**src/rtl/mem_arb_pkg.sv**
```systemverilog
// mem_arb_pkg: shared types for the instruction/data memory request arbiter.
//   arb_state_t       - arbiter FSM states (IDLE, ISSUE, WAIT, DELIVER)
//   GRANT_INST/DATA   - encoding of the granted requester
package mem_arb_pkg;

  typedef enum logic [1:0] {
    IDLE    = 2'd0,
    ISSUE   = 2'd1,
    WAIT    = 2'd2,
    DELIVER = 2'd3
  } arb_state_t;

  localparam logic GRANT_INST = 1'b0;
  localparam logic GRANT_DATA = 1'b1;

endpackage

```
**src/rtl/mem_req_arbiter_if.sv**
```systemverilog
// mem_req_arbiter_if: all handshake/bus signals around the arbiter.
//   inst_*  - fetch requester request/response channels
//   data_*  - load/store requester request/response channels
//   mem_*   - shared memory request/response channels
// Modports: slave = arbiter view, master = surrounding core + memory view.
interface mem_req_arbiter_if #(
  parameter int unsigned ADDR_W = 32,
  parameter int unsigned DATA_W = 32
);
  localparam int unsigned STRB_W = DATA_W / 8;

  logic              inst_req_valid;
  logic              inst_req_ready;
  logic [ADDR_W-1:0] inst_addr;
  logic              inst_rsp_valid;
  logic              inst_rsp_ready;
  logic [DATA_W-1:0] inst_rdata;

  logic              data_req_valid;
  logic              data_req_ready;
  logic [ADDR_W-1:0] data_addr;
  logic              data_we;
  logic [DATA_W-1:0] data_wdata;
  logic [STRB_W-1:0] data_strb;
  logic              data_rsp_valid;
  logic              data_rsp_ready;
  logic [DATA_W-1:0] data_rdata;

  logic              mem_req_valid;
  logic              mem_req_ready;
  logic [ADDR_W-1:0] mem_addr;
  logic              mem_we;
  logic [DATA_W-1:0] mem_wdata;
  logic [STRB_W-1:0] mem_strb;
  logic              mem_rsp_valid;
  logic              mem_rsp_ready;
  logic [DATA_W-1:0] mem_rdata;

  modport slave (
    input  inst_req_valid, inst_addr, inst_rsp_ready,
    input  data_req_valid, data_addr, data_we, data_wdata, data_strb, data_rsp_ready,
    input  mem_req_ready, mem_rsp_valid, mem_rdata,
    output inst_req_ready, inst_rsp_valid, inst_rdata,
    output data_req_ready, data_rsp_valid, data_rdata,
    output mem_req_valid, mem_addr, mem_we, mem_wdata, mem_strb, mem_rsp_ready
  );

  modport master (
    output inst_req_valid, inst_addr, inst_rsp_ready,
    output data_req_valid, data_addr, data_we, data_wdata, data_strb, data_rsp_ready,
    output mem_req_ready, mem_rsp_valid, mem_rdata,
    input  inst_req_ready, inst_rsp_valid, inst_rdata,
    input  data_req_ready, data_rsp_valid, data_rdata,
    input  mem_req_valid, mem_addr, mem_we, mem_wdata, mem_strb, mem_rsp_ready
  );

endinterface

```
**src/rtl/mem_arb_select.sv**
```systemverilog
// mem_arb_select: combinational grant selection between fetch and data requests.
//   inst_valid, data_valid - pending requests
//   last_grant             - requester granted most recently (round-robin only)
//   grant                  - selected requester (GRANT_INST / GRANT_DATA)
//   any_valid              - at least one request pending
// MEM_ARB_RR_EN defined: round-robin on contention; otherwise data beats inst.
module mem_arb_select
  import mem_arb_pkg::*;
(
  input  logic inst_valid,
  input  logic data_valid,
  input  logic last_grant,
  output logic grant,
  output logic any_valid
);

  assign any_valid = inst_valid | data_valid;

`ifdef MEM_ARB_RR_EN
  // On contention the requester not granted last time wins.
  always_comb begin
    grant = GRANT_INST;
    if (inst_valid && data_valid) begin
      grant = (last_grant == GRANT_DATA) ? GRANT_INST : GRANT_DATA;
    end else if (data_valid) begin
      grant = GRANT_DATA;
    end
  end
`else
  logic unused_last_grant;
  assign unused_last_grant = last_grant;

  always_comb begin
    grant = GRANT_INST;
    if (data_valid) begin
      grant = GRANT_DATA;
    end
  end
`endif

endmodule

```
**src/rtl/mem_req_arbiter.sv**
```systemverilog
// mem_req_arbiter: shares one memory port between instruction fetch and data
// access. One transaction outstanding at a time: accept -> issue -> (loads)
// wait for read data -> deliver to the granted requester.
//   clk, rst - clock, asynchronous active-high reset
//   bus      - mem_req_arbiter_if.slave carrying the inst, data and mem channels
// MEM_ARB_RR_EN defined: round-robin arbitration with a last-grant register.
module mem_req_arbiter
  import mem_arb_pkg::*;
(
  input  logic             clk,
  input  logic             rst,
  mem_req_arbiter_if.slave bus
);

  arb_state_t state;
  logic       grant;
  logic       sel;
  logic       any_valid;
  logic       last_grant;
  logic       accept;

  mem_arb_select u_select (
    .inst_valid (bus.inst_req_valid),
    .data_valid (bus.data_req_valid),
    .last_grant (last_grant),
    .grant      (sel),
    .any_valid  (any_valid)
  );

  // Request ready is combinational from the registered state; held low in reset.
  assign bus.inst_req_ready = ~rst & (state == IDLE) & bus.inst_req_valid & (sel == GRANT_INST);
  assign bus.data_req_ready = ~rst & (state == IDLE) & bus.data_req_valid & (sel == GRANT_DATA);
  assign accept             = (state == IDLE) & any_valid;

`ifdef MEM_ARB_RR_EN
  // Last-grant register, updated on every requester handshake.
  always_ff @(posedge clk or posedge rst) begin
    if (rst) begin
      last_grant <= GRANT_INST;
    end else if (accept) begin
      last_grant <= sel;
    end
  end
`else
  assign last_grant = GRANT_INST;
`endif

  // Arbiter FSM with registered handshake outputs and latched request/response.
  always_ff @(posedge clk or posedge rst) begin
    if (rst) begin
      state              <= IDLE;
      grant              <= GRANT_INST;
      bus.mem_req_valid  <= 1'b0;
      bus.mem_rsp_ready  <= 1'b0;
      bus.inst_rsp_valid <= 1'b0;
      bus.data_rsp_valid <= 1'b0;
      bus.mem_addr       <= '0;
      bus.mem_we         <= 1'b0;
      bus.mem_wdata      <= '0;
      bus.mem_strb       <= '0;
      bus.inst_rdata     <= '0;
      bus.data_rdata     <= '0;
    end else begin
      case (state)
        IDLE: begin
          if (accept) begin
            grant             <= sel;
            bus.mem_req_valid <= 1'b1;
            state             <= ISSUE;
            if (sel == GRANT_DATA) begin
              bus.mem_addr  <= bus.data_addr;
              bus.mem_we    <= bus.data_we;
              bus.mem_wdata <= bus.data_wdata;
              bus.mem_strb  <= bus.data_strb;
            end else begin
              // Fetches are always reads.
              bus.mem_addr  <= bus.inst_addr;
              bus.mem_we    <= 1'b0;
              bus.mem_wdata <= '0;
              bus.mem_strb  <= '0;
            end
          end
        end
        ISSUE: begin
          if (bus.mem_req_ready) begin
            bus.mem_req_valid <= 1'b0;
            if (bus.mem_we) begin
              // Stores complete on the request handshake; no response.
              state <= IDLE;
            end else begin
              bus.mem_rsp_ready <= 1'b1;
              state             <= WAIT;
            end
          end
        end
        WAIT: begin
          if (bus.mem_rsp_valid) begin
            bus.mem_rsp_ready <= 1'b0;
            state             <= DELIVER;
            if (grant == GRANT_DATA) begin
              bus.data_rdata     <= bus.mem_rdata;
              bus.data_rsp_valid <= 1'b1;
            end else begin
              bus.inst_rdata     <= bus.mem_rdata;
              bus.inst_rsp_valid <= 1'b1;
            end
          end
        end
        DELIVER: begin
          if ((grant == GRANT_DATA) ? bus.data_rsp_ready : bus.inst_rsp_ready) begin
            bus.inst_rsp_valid <= 1'b0;
            bus.data_rsp_valid <= 1'b0;
            state              <= IDLE;
          end
        end
        default: state <= IDLE;
      endcase
    end
  end

endmodule
```
**src/flat_wrapper.sv**
```systemverilog
// flat-port wrapper written by rule: the top's interface ports become plain ports
module mem_req_arbiter_flat import mem_arb_pkg::*;
  (clk, rst, bus_inst_req_valid, bus_inst_addr, bus_inst_rsp_ready, bus_data_req_valid, bus_data_addr, bus_data_we, bus_data_wdata, bus_data_strb, bus_data_rsp_ready, bus_mem_req_ready, bus_mem_rsp_valid, bus_mem_rdata, bus_inst_req_ready, bus_inst_rsp_valid, bus_inst_rdata, bus_data_req_ready, bus_data_rsp_valid, bus_data_rdata, bus_mem_req_valid, bus_mem_addr, bus_mem_we, bus_mem_wdata, bus_mem_strb, bus_mem_rsp_ready);
  mem_req_arbiter_if bus_i ();
  input  logic clk;
  input  logic rst;
  input wire logic [$bits(bus_i.inst_req_valid)-1:0] bus_inst_req_valid;
  input wire logic [$bits(bus_i.inst_addr)-1:0] bus_inst_addr;
  input wire logic [$bits(bus_i.inst_rsp_ready)-1:0] bus_inst_rsp_ready;
  input wire logic [$bits(bus_i.data_req_valid)-1:0] bus_data_req_valid;
  input wire logic [$bits(bus_i.data_addr)-1:0] bus_data_addr;
  input wire logic [$bits(bus_i.data_we)-1:0] bus_data_we;
  input wire logic [$bits(bus_i.data_wdata)-1:0] bus_data_wdata;
  input wire logic [$bits(bus_i.data_strb)-1:0] bus_data_strb;
  input wire logic [$bits(bus_i.data_rsp_ready)-1:0] bus_data_rsp_ready;
  input wire logic [$bits(bus_i.mem_req_ready)-1:0] bus_mem_req_ready;
  input wire logic [$bits(bus_i.mem_rsp_valid)-1:0] bus_mem_rsp_valid;
  input wire logic [$bits(bus_i.mem_rdata)-1:0] bus_mem_rdata;
  output wire logic [$bits(bus_i.inst_req_ready)-1:0] bus_inst_req_ready;
  output wire logic [$bits(bus_i.inst_rsp_valid)-1:0] bus_inst_rsp_valid;
  output wire logic [$bits(bus_i.inst_rdata)-1:0] bus_inst_rdata;
  output wire logic [$bits(bus_i.data_req_ready)-1:0] bus_data_req_ready;
  output wire logic [$bits(bus_i.data_rsp_valid)-1:0] bus_data_rsp_valid;
  output wire logic [$bits(bus_i.data_rdata)-1:0] bus_data_rdata;
  output wire logic [$bits(bus_i.mem_req_valid)-1:0] bus_mem_req_valid;
  output wire logic [$bits(bus_i.mem_addr)-1:0] bus_mem_addr;
  output wire logic [$bits(bus_i.mem_we)-1:0] bus_mem_we;
  output wire logic [$bits(bus_i.mem_wdata)-1:0] bus_mem_wdata;
  output wire logic [$bits(bus_i.mem_strb)-1:0] bus_mem_strb;
  output wire logic [$bits(bus_i.mem_rsp_ready)-1:0] bus_mem_rsp_ready;
  assign bus_i.inst_req_valid = bus_inst_req_valid;
  assign bus_i.inst_addr = bus_inst_addr;
  assign bus_i.inst_rsp_ready = bus_inst_rsp_ready;
  assign bus_i.data_req_valid = bus_data_req_valid;
  assign bus_i.data_addr = bus_data_addr;
  assign bus_i.data_we = bus_data_we;
  assign bus_i.data_wdata = bus_data_wdata;
  assign bus_i.data_strb = bus_data_strb;
  assign bus_i.data_rsp_ready = bus_data_rsp_ready;
  assign bus_i.mem_req_ready = bus_mem_req_ready;
  assign bus_i.mem_rsp_valid = bus_mem_rsp_valid;
  assign bus_i.mem_rdata = bus_mem_rdata;
  assign bus_inst_req_ready = bus_i.inst_req_ready;
  assign bus_inst_rsp_valid = bus_i.inst_rsp_valid;
  assign bus_inst_rdata = bus_i.inst_rdata;
  assign bus_data_req_ready = bus_i.data_req_ready;
  assign bus_data_rsp_valid = bus_i.data_rsp_valid;
  assign bus_data_rdata = bus_i.data_rdata;
  assign bus_mem_req_valid = bus_i.mem_req_valid;
  assign bus_mem_addr = bus_i.mem_addr;
  assign bus_mem_we = bus_i.mem_we;
  assign bus_mem_wdata = bus_i.mem_wdata;
  assign bus_mem_strb = bus_i.mem_strb;
  assign bus_mem_rsp_ready = bus_i.mem_rsp_ready;
  mem_req_arbiter u_core (.clk(clk), .rst(rst), .bus(bus_i));
endmodule
```
**config.mk**
```make
export PLATFORM = sky130hd
export DESIGN_NAME = mem_req_arbiter_flat
export DESIGN_NICKNAME = d
export VERILOG_FILES = /design/src/rtl/mem_arb_pkg.sv /design/src/rtl/mem_req_arbiter_if.sv /design/src/rtl/mem_arb_select.sv /design/src/rtl/mem_req_arbiter.sv /design/src/flat_wrapper.sv
export SDC_FILE = /design/constraint.sdc
export NUM_CORES = 1
export LEC_CHECK = 0
export ABC_AREA = 1
export CAP_MARGIN = 10
export CELL_PAD_IN_SITES_DETAIL_PLACEMENT = 1
export CELL_PAD_IN_SITES_GLOBAL_PLACEMENT = 1
export CORE_MARGIN = 4
export CORE_UTILIZATION = 27
export CTS_CLUSTER_DIAMETER = 60
export DETAILED_ROUTE_END_ITERATION = 10
export HOLD_SLACK_MARGIN = 0.02
export PLACE_DENSITY_LB_ADDON = 0.3
export SYNTH_ARGS = -nofsm -noshare
export SYNTH_HDL_FRONTEND = slang
export SYNTH_HIERARCHICAL = 1
export SYNTH_SLANG_ARGS = --single-unit
```
**constraint.sdc**
```tcl
create_clock -name clk -period 4 [get_ports clk]
set_input_delay 0.4 -clock clk [delete_from_list [all_inputs] [get_ports clk]]
set_output_delay 0.4 -clock clk [all_outputs]
set_load 0.05 [all_outputs]
```
## Word level (Yosys, flattened, before mapping)

Index checks and enable logic that the tools add are counted.

| storage, ports and cells | value |
|---|---|
| output and inout bits | 139 |
| bits of input ports | 141 |
| latch bits | 0 |
| bits in read-only memories | 0 |
| flip-flop bits (word level) | 140 |
| memories | 0 |
| bits in writable memories | 0 |
| logic and storage cells | 70 |

| operators by class | value |
|---|---|
| multipliers | 0 |
| equality and inequality tests | 10 |
| reductions and logical operators | 12 |
| multiplexer cells | 26 |
| add/subtract/negate cells | 0 |
| order comparisons | 0 |
| bitwise gates (word level) | 10 |
| div/mod/pow operators | 0 |
| shift operators | 0 |

Operator list:

| operator | count |
|---|---|
| 32-bit 2-to-1 mux | 2 |
| 4-bit AND reduction | 4 |
| 1-bit 2-to-1 mux | 13 |
| 2-bit 2-to-1 mux | 5 |
| 3-bit AND reduction | 3 |
| 2-bit != test, second input constant | 4 |
| 1-bit one-hot mux with 2 select lines | 4 |
| 2-bit one-hot mux with 4 select lines | 1 |
| 1-bit bitwise AND | 6 |
| 2-bit by 1-bit != test with 1-bit output, second input constant | 3 |
| 2-bit nonzero test | 3 |
| 2-bit == test, second input constant | 2 |
| 4-bit 2-to-1 mux | 1 |
| 1-bit inverter | 3 |
| 2-bit by 1-bit == test with 1-bit output, second input constant | 1 |
| 2-bit logical NOT | 1 |
| 2-bit AND reduction | 1 |
| 1-bit bitwise OR | 1 |

## Logic depth before layout (Yosys ltp)

Gate-level depths: netlist (run 1).

| logic depth | value |
|---|---|
| depth in word-level cells | 4 |
| depth in mapped cells | 9 |
| mapped depth without buffers | 9 |

## By module

Netlist (run 1), hierarchy kept.

Modules (own cells, without submodules):

| module | instances | area an instance (sq um) | cells each |
|---|---|---|---|
| mem_req_arbiter | 1 | 5853.1 | 634 |
| mem_arb_select | 1 | 18.8 | 4 |

## Worst setup path before layout (run 1)

OpenSTA, ideal clock, no wires.

| timing | value |
|---|---|
| path kind | input to output |
| start | in rst |
| end | out bus_data_req_ready |
| setup slack | -0.732 ns |
| data required time | 3.600 ns |
| arrival | 4.332 ns |
| stages | 3 |
| buffers on the path | 0 |
| cells stage by stage | inv_1 > nand2_1 > nor2_1 |

| between the ends | value |
|---|---|
| cells in the longest elaborated chain, start to end | 4 |

RTL lines:

| item | line | text |
|---|---|---|
| start: declaration | flat_wrapper.sv:6 | `input logic rst;` |
| 1-bit inverter | mem_req_arbiter.sv:32 | `assign bus.data_req_ready = ~rst & (state == IDLE) & bus.data_req_valid & (sel == GRANT_DATA);` |
| 1-bit bitwise AND (3 in a row) | mem_req_arbiter.sv:32 |  |
| end: declaration | flat_wrapper.sv:22 | `output wire logic [$bits(bus_i.data_req_ready)-1:0] bus_data_req_ready;` |

No other way between the ends.

## Worst setup path in the final report (run 1)

| timing | value |
|---|---|
| start | reg u_core.state[0] |
| end | out bus_data_req_ready |

| between the ends | value |
|---|---|
| cells in the longest elaborated chain, start to end | 4 |

RTL lines:

| item | line | text |
|---|---|---|
| start: declaration | mem_req_arbiter.sv:15 | `arb_state_t state;` |
| start signal: assignment | mem_req_arbiter.sv:51 | `state <= IDLE;` |
| start signal: assignment | mem_req_arbiter.sv:69 | `state <= ISSUE;` |
| start signal: assignment | mem_req_arbiter.sv:89 | `state <= IDLE;` |
| 2-bit logical NOT | mem_req_arbiter.sv:32 |  |
| 1-bit bitwise AND (3 in a row) | mem_req_arbiter.sv:32 |  |

No other way between the ends.

==> run metrics, run 1 <==
1st-pass router iterations 4; Mapped Avg Cell Area ~9.2 µm²; Nets about 1000; H-tree depth 4; CTS Root Cell clkbuf_16; delay-heaviest family, CP buffers and inverters; Layout Utilization between 40% and 50%; worst reg2reg setup slack 2.04 ns; vias in the first global route approximately 5700; cells on worst reg2reg path 5; met1 Use GR 20.4%; Most Used Layer, Global Route met2; Crit. End Element primary output; clock tree buffer depth 2; Routability Congestion slightly below 0.8; Total GRT Usage between 15 and 20%; area of the multi-input gates around 1900 µm²; Post-DP HPWL 13.7 mm; endpoints failing setup 0; maximum clock rate approximately 380 MHz; Core Area between 20000 and 25000 µm²; global routing usage on met3 between 6 and 7%; RSZ-0062 raised after global routing false; # resized after CTS 0; Layout area overhead 59.4%; DR vias about 5300; FF/Latch Area about 3500 µm²; hold_sp bus_data_req_valid; met2 Usage GRT 24.8%; GRT Residual Overflow 0; Power Density 978 nW/µm²; Worst Path Required ~3.6 ns; Synth Warn # 6; Worst path max stage delay roughly 0.82 ns; Worst Hold Depth 3; IO buf count 279; initial antenna violation count 0; critical-path cell list nor2_1, nand2_1, nor2_1, clkdlybuf4s50_1; die width around 160 µm; most frequent CP cell nor2_1; die area around 24000 µm²; number of setup buffers added after CTS 0; Setup TNS Final 0 ns; Startpoint Class register; Avg WL per Cell ~16 µm; Worst Path Buf+Inv 1; cells after synthesis around 640; Iteration-0 DRC Markers 184; clk_lat worst skew approximately 0.42 ns; Sink Count 140; worst r2r dst u_core/bus.mem_wdata[11]$_DFFE_PP0P_; status completed; DR vias/cell ~4.4; Die H between 150 and 200 µm; Slew HR 43.3%; syn_nets roughly 780; number of cells on the critical path 4; # diodes 0; leakage between 4 and 5 nW; Place WS 1.42 ns; ANT nets after route 0; Initial Utilization around 28%; I/O pin cnt 280; Total Power 9.14 mW; max cap viols 0; CTS tree built; fill count ~2500; DRC errors left 0; drt total wl 19.3 mm; CTS buffer count 17; crit path kind reg2out; proportion of layout cells with a drive suffix above 1 just under 9%; max-slew violations 0; worst hold path class in2reg; Crit-path slowest cell clkdlybuf4s50_1; standard-cell rows 53; minimum clock period between 2 and 3 ns; final worst slack about 1.4 ns; largest net degree at the start of global routing about 140; CP Max Fanout 10; clock skew roughly 0.013 ns; Hold-fix buffers, CTS 0; Reg clk slew, reported paths about 0.070 ns; Mapped Area between 5000 and 6000 µm²; final hold vios 0; Reg2Reg Launch Point u_core/state[0]$_DFFE_PP0P_; period utilization approximately 66%; WHS Endpoint u_core/bus.mem_wdata[22]$_DFFE_PP0P_; CP Data Arrival Time ~2.2 ns; first-pass GRT wire length between 30 and 40 mm; hold_ws about 0.46 ns; VDD IR-drop max 0.343 mV; Least-Margin Pin Slew roughly 0.85 ns
==> power by group <==
part	switching, mW	leakage, nW	internal [mW]	total [mW]
registers	0.395	1.73	2.09	2.49
logic	3.52	2.29	1.64	5.16
clock network	0.671	0.255	0.824	1.49
==> state kept, by name (all words and copies together) (netlist names), named ones only <==
register and flops:
u_core/bus.data_rsp_valid 1, u_core/bus.mem_strb 4, u_core/grant 1, u_core/bus.mem_addr 32
u_core/bus.mem_we 1, u_core/bus.mem_req_valid 1, u_core/bus.mem_wdata 32, u_core/bus.mem_rsp_ready 1
u_core/bus.data_rdata 32, u_core/bus.inst_rsp_valid 1, u_core/state 1, u_core/bus.inst_rdata 32
==> cell type report <==
cell class	count	area share, %
clock buffer	19	4.74
sequential	140	37.5
tap	275	3.68
inverter	47	1.93
timing repair buffer	286	30.6
clock inverter	13	1.14
multi-input combinational	409	20.4
==> worst register-to-register path, stage by stage, from the launching register on <==
cell	delay (ns)
dfrtp_1	0.52
nor3_4	0.26
buf_12	0.39
inv_2	0.41
nand2_1	0.19
nand2_1	0.08
==> placed cells by master (no fill, tap or decap), types with 17 or more instances in the layout <==
cell,n
dfrtp_1,140
o21ai_2,32
o21ai_0,28
nand3_1,40
a31oi_1,32
clkbuf_16,17
clkdlybuf4s50_1,278
nand2_1,224
nor2_1,36
inv_1,43
==> metal layers <==
layer / vias up / wire length (µm) / share of wire, %
met1: 2471 / 8520 / 44
li1: 2560 / - / -
met3: 16 / 2010 / 10
met4: 0 / 265 / 1.4
met5: - / 0 / 0
met2: 204 / 8510 / 44
==> metrics by stage <==
stage | area, µm² | std cells
3_3_place_gp | 8800 | 1157
4_1_cts | 9350 | 1189
6_report | 9350 | 1189
2_1_floorplan | 5870 | 637
5_1_grt | 9350 | 1189
3_5_place_dp | 8800 | 1157
==> how the worst max path moves through the flow <==
stage	start	to	slack (ns)
after floorplan	rst	bus_data_req_ready	0.64
after global placement	bus_data_req_valid	bus_inst_req_ready	1.43
after detailed placement	bus_data_req_valid	bus_inst_req_ready	1.42
after CTS	u_core/state[0]$_DFFE_PP0P_	bus_data_req_ready	1.31
after global routing	u_core/state[0]$_DFFE_PP0P_	bus_inst_req_ready	1.23
final	u_core/state[0]$_DFFE_PP0P_	bus_data_req_ready	1.38
No activity file was read; power rests on OpenSTA's default activity.
==> inputs of run 2 (changes only) <==
--- a/config.mk
+++ b/config.mk
@@ -10,7 +10,7 @@
 export CELL_PAD_IN_SITES_DETAIL_PLACEMENT = 1
 export CELL_PAD_IN_SITES_GLOBAL_PLACEMENT = 1
 export CORE_MARGIN = 4
-export CORE_UTILIZATION = 27
+export CORE_UTILIZATION = 29
 export CTS_CLUSTER_DIAMETER = 60
 export DETAILED_ROUTE_END_ITERATION = 10
 export HOLD_SLACK_MARGIN = 0.02
==> constraint.sdc (replaced) <==
create_clock -name clk -period 2.7 [get_ports clk]
set_input_delay 0.27 -clock clk [delete_from_list [all_inputs] [get_ports clk]]
set_output_delay 0.27 -clock clk [all_outputs]
set_load 0.05 [all_outputs]
==> run 2 against run 1 <==
Compared with the run above: global-route usage grew 1.1 points; non-clock buffer count grew 1; core utilization grew 3.9 points.
==> run metrics, run 2 (synthesis gave the netlist of run 1 again) <==
clock tree buffer depth 2 (unchanged); CTS Root Cell clkbuf_16 (unchanged); worst hold path class in2reg (unchanged); clk_lat worst skew 0.41 ns (was 0.42 ns); vias in the first global route 5683 (was 5653); Worst Path Required 2.43 ns (was 3.60 ns); critical-path cell list nor2_1, nand2_1, nor2_1, buf_12 (was nor2_1, nand2_1, nor2_1, clkdlybuf4s50_1); delay-heaviest family, CP simple AND/OR/NAND/NOR gates (was buffers and inverters); Slew HR 44.2% (was 43.3%); # resized after CTS 0 (unchanged); Crit-path slowest cell dfrtp_1 (was clkdlybuf4s50_1); endpoints failing setup 0 (unchanged); standard-cell rows 51 (was 53); Sink Count 140 (unchanged); ANT nets after route 0 (unchanged); die area 22600 µm² (was 24200 µm²); die width 150 µm (was 155 µm); area of the multi-input gates 1910 µm² (unchanged); Core Area 19700 µm² (was 21200 µm²); non-filler instance count after layout 1180 (was 1189); Nets 1043 (was 1042); first-pass GRT wire length 30.1 mm (was 30.7 mm); dpl cells 1148 (was 1157); Reg clk slew, reported paths 0.07 ns (about the same); minimum clock period roughly 2 ns; CP Max Fanout 10 (unchanged); final hold vios 0 (unchanged); FF/Latch Area 3500 µm² (unchanged); Layout Utilization 48.0% (was 44.1%); 1st-pass router iterations 4 (unchanged); commonest non-fill, non-tap cell in the layout clkdlybuf4s50_1 (unchanged); Worst Path Buf+Inv 1 (unchanged); Worst path max stage delay 0.51 ns (was 0.82 ns); I/O pin cnt 280 (unchanged); CTS tree built (unchanged); Die H 150 µm (was 155 µm); Iteration-0 DRC Markers 117 (was 184); DRC errors left 0 (unchanged); proportion of layout cells with a drive suffix above 1 8.96% (was 8.75%); DR vias/cell 4.39 (was 4.42); # diodes 0 (unchanged); Crit. End Element primary output (unchanged); drt total wl 18.9 mm (was 19.3 mm); maximum clock rate roughly 500 MHz; Post-DP HPWL 13.5 mm (was 13.7 mm); max cap viols 0 (unchanged); RSZ-0062 raised after global routing false (unchanged); max-slew violations 0 (unchanged); Hold-fix buffers, CTS 0 (unchanged); GRT Residual Overflow 0 (unchanged); leakage 4.33 nW (was 4.28 nW); Layout area overhead 60.6% (was 59.4%); period utilization 73.8%; VDD IR-drop max 0.600 mV (was 0.343 mV); largest net degree at the start of global routing 141 (unchanged); CTS buffer count 17 (unchanged); IO buf count 279 (unchanged); CP Data Arrival Time 1.72 ns (was 2.22 ns); Routability Congestion 0.748 (was 0.773); number of setup buffers added after CTS 0 (unchanged); initial antenna violation count 0 (unchanged); hold_ws 0.379 ns (was 0.459 ns); Power Density 1460 nW/µm² (was 978 nW/µm²); status completed (unchanged); Least-Margin Pin Slew 0.837 ns (was 0.851 ns); H-tree depth 4 (unchanged); crit path kind reg2out (unchanged); most frequent cells in the layout clkdlybuf4s50_1 (276), nand2_1 (224), dfrtp_1 (140), inv_1 (43), nand3_1 (40) (was clkdlybuf4s50_1 (278), nand2_1 (224), dfrtp_1 (140), inv_1 (43), nand3_1 (40)); most frequent CP cell nor2_1 (unchanged); clock skew 0.00896 ns (was 0.0128 ns); Total GRT Usage 17.1% (was 16.0%); DR vias 5183 (was 5251); Initial Utilization 29.9% (was 27.7%); fill count 2280 (was 2475); Startpoint Class register (unchanged); Avg WL per Cell 16.0 µm (was 16.2 µm)
-- run 2: through the flow --
step	power (mW)	TNS, ns	area (µm²)	setup WS [ns]
finish	13.8	0	9430	0.707
global route	14.6	0	9430	0.581
CTS	13.9	0	9430	0.657
detailed placement	11.4	0	8820	0.748
global placement	11.3	0	8820	0.797
floorplan	8.72	-0.706	5870	-0.353
-- run 2: routing by layer --
metal / wire (µm) / global-route usage, % / part of all wire, %
met1: 8020 / 20.8 / 43
met2: 8460 / 26.7 / 45
met3: 2150 / 8.52 / 11
met4: 235 / 4.94 / 1.2
met5: 0 / 0 / 0
-- run 2: power by group --
group | switching (mW) | internal (mW) | total (mW)
sequential | 0.581 | 3.10 | 3.68
combinational | 5.21 | 2.44 | 7.66
clock | 0.927 | 1.49 | 2.42
total | 6.72 | 7.04 | 13.8
-- run 2: area by class of cell --
| cell class | instances | area share, % |
|---|---|---|
| Sequential cell | 140 | 37.2 |
| Timing Repair Buffer | 287 | 30.7 |
| Multi-Input combinational cell | 409 | 20.3 |
| Clock buffer | 20 | 4.74 |
| Tap cell | 265 | 3.52 |
| Inverter | 47 | 1.91 |
| Clock inverter | 12 | 1.71 |
-- run 2: final timing paths --
| check | cells after the start | end | start | slack (ns) |
|---|---|---|---|---|
| worst max-delay path | 4 | bus_inst_req_ready | u_core/state[0]$_DFFE_PP0P_ | 0.71 |
| worst min-delay path | 4 | u_core/bus.mem_wdata[23]$_DFFE_PP0P_ | bus_data_req_valid | 0.38 |
| worst max register to register | 7 | u_core/bus.inst_rdata[26]$_DFFE_PP0P_ | u_core/state[0]$_DFFE_PP0P_ | 0.87 |
| worst min register to register | 2 | u_core/bus.mem_wdata[29]$_DFFE_PP0P_ | u_core/bus.mem_wdata[29]$_DFFE_PP0P_ | 0.48 |
| max in group asynchronous | 3 | u_core/bus.mem_we$_DFFE_PP0P_ | rst | 1.62 |
| min in group asynchronous | 3 | u_core/grant$_DFFE_PP0P_ | rst | 0.39 |
-- run 2: worst min-delay path, stage by stage --
cell and delay (ns):
buf_2 0.11, buf_4 0.22, nand3_1 0.11, nand2_1 0.05
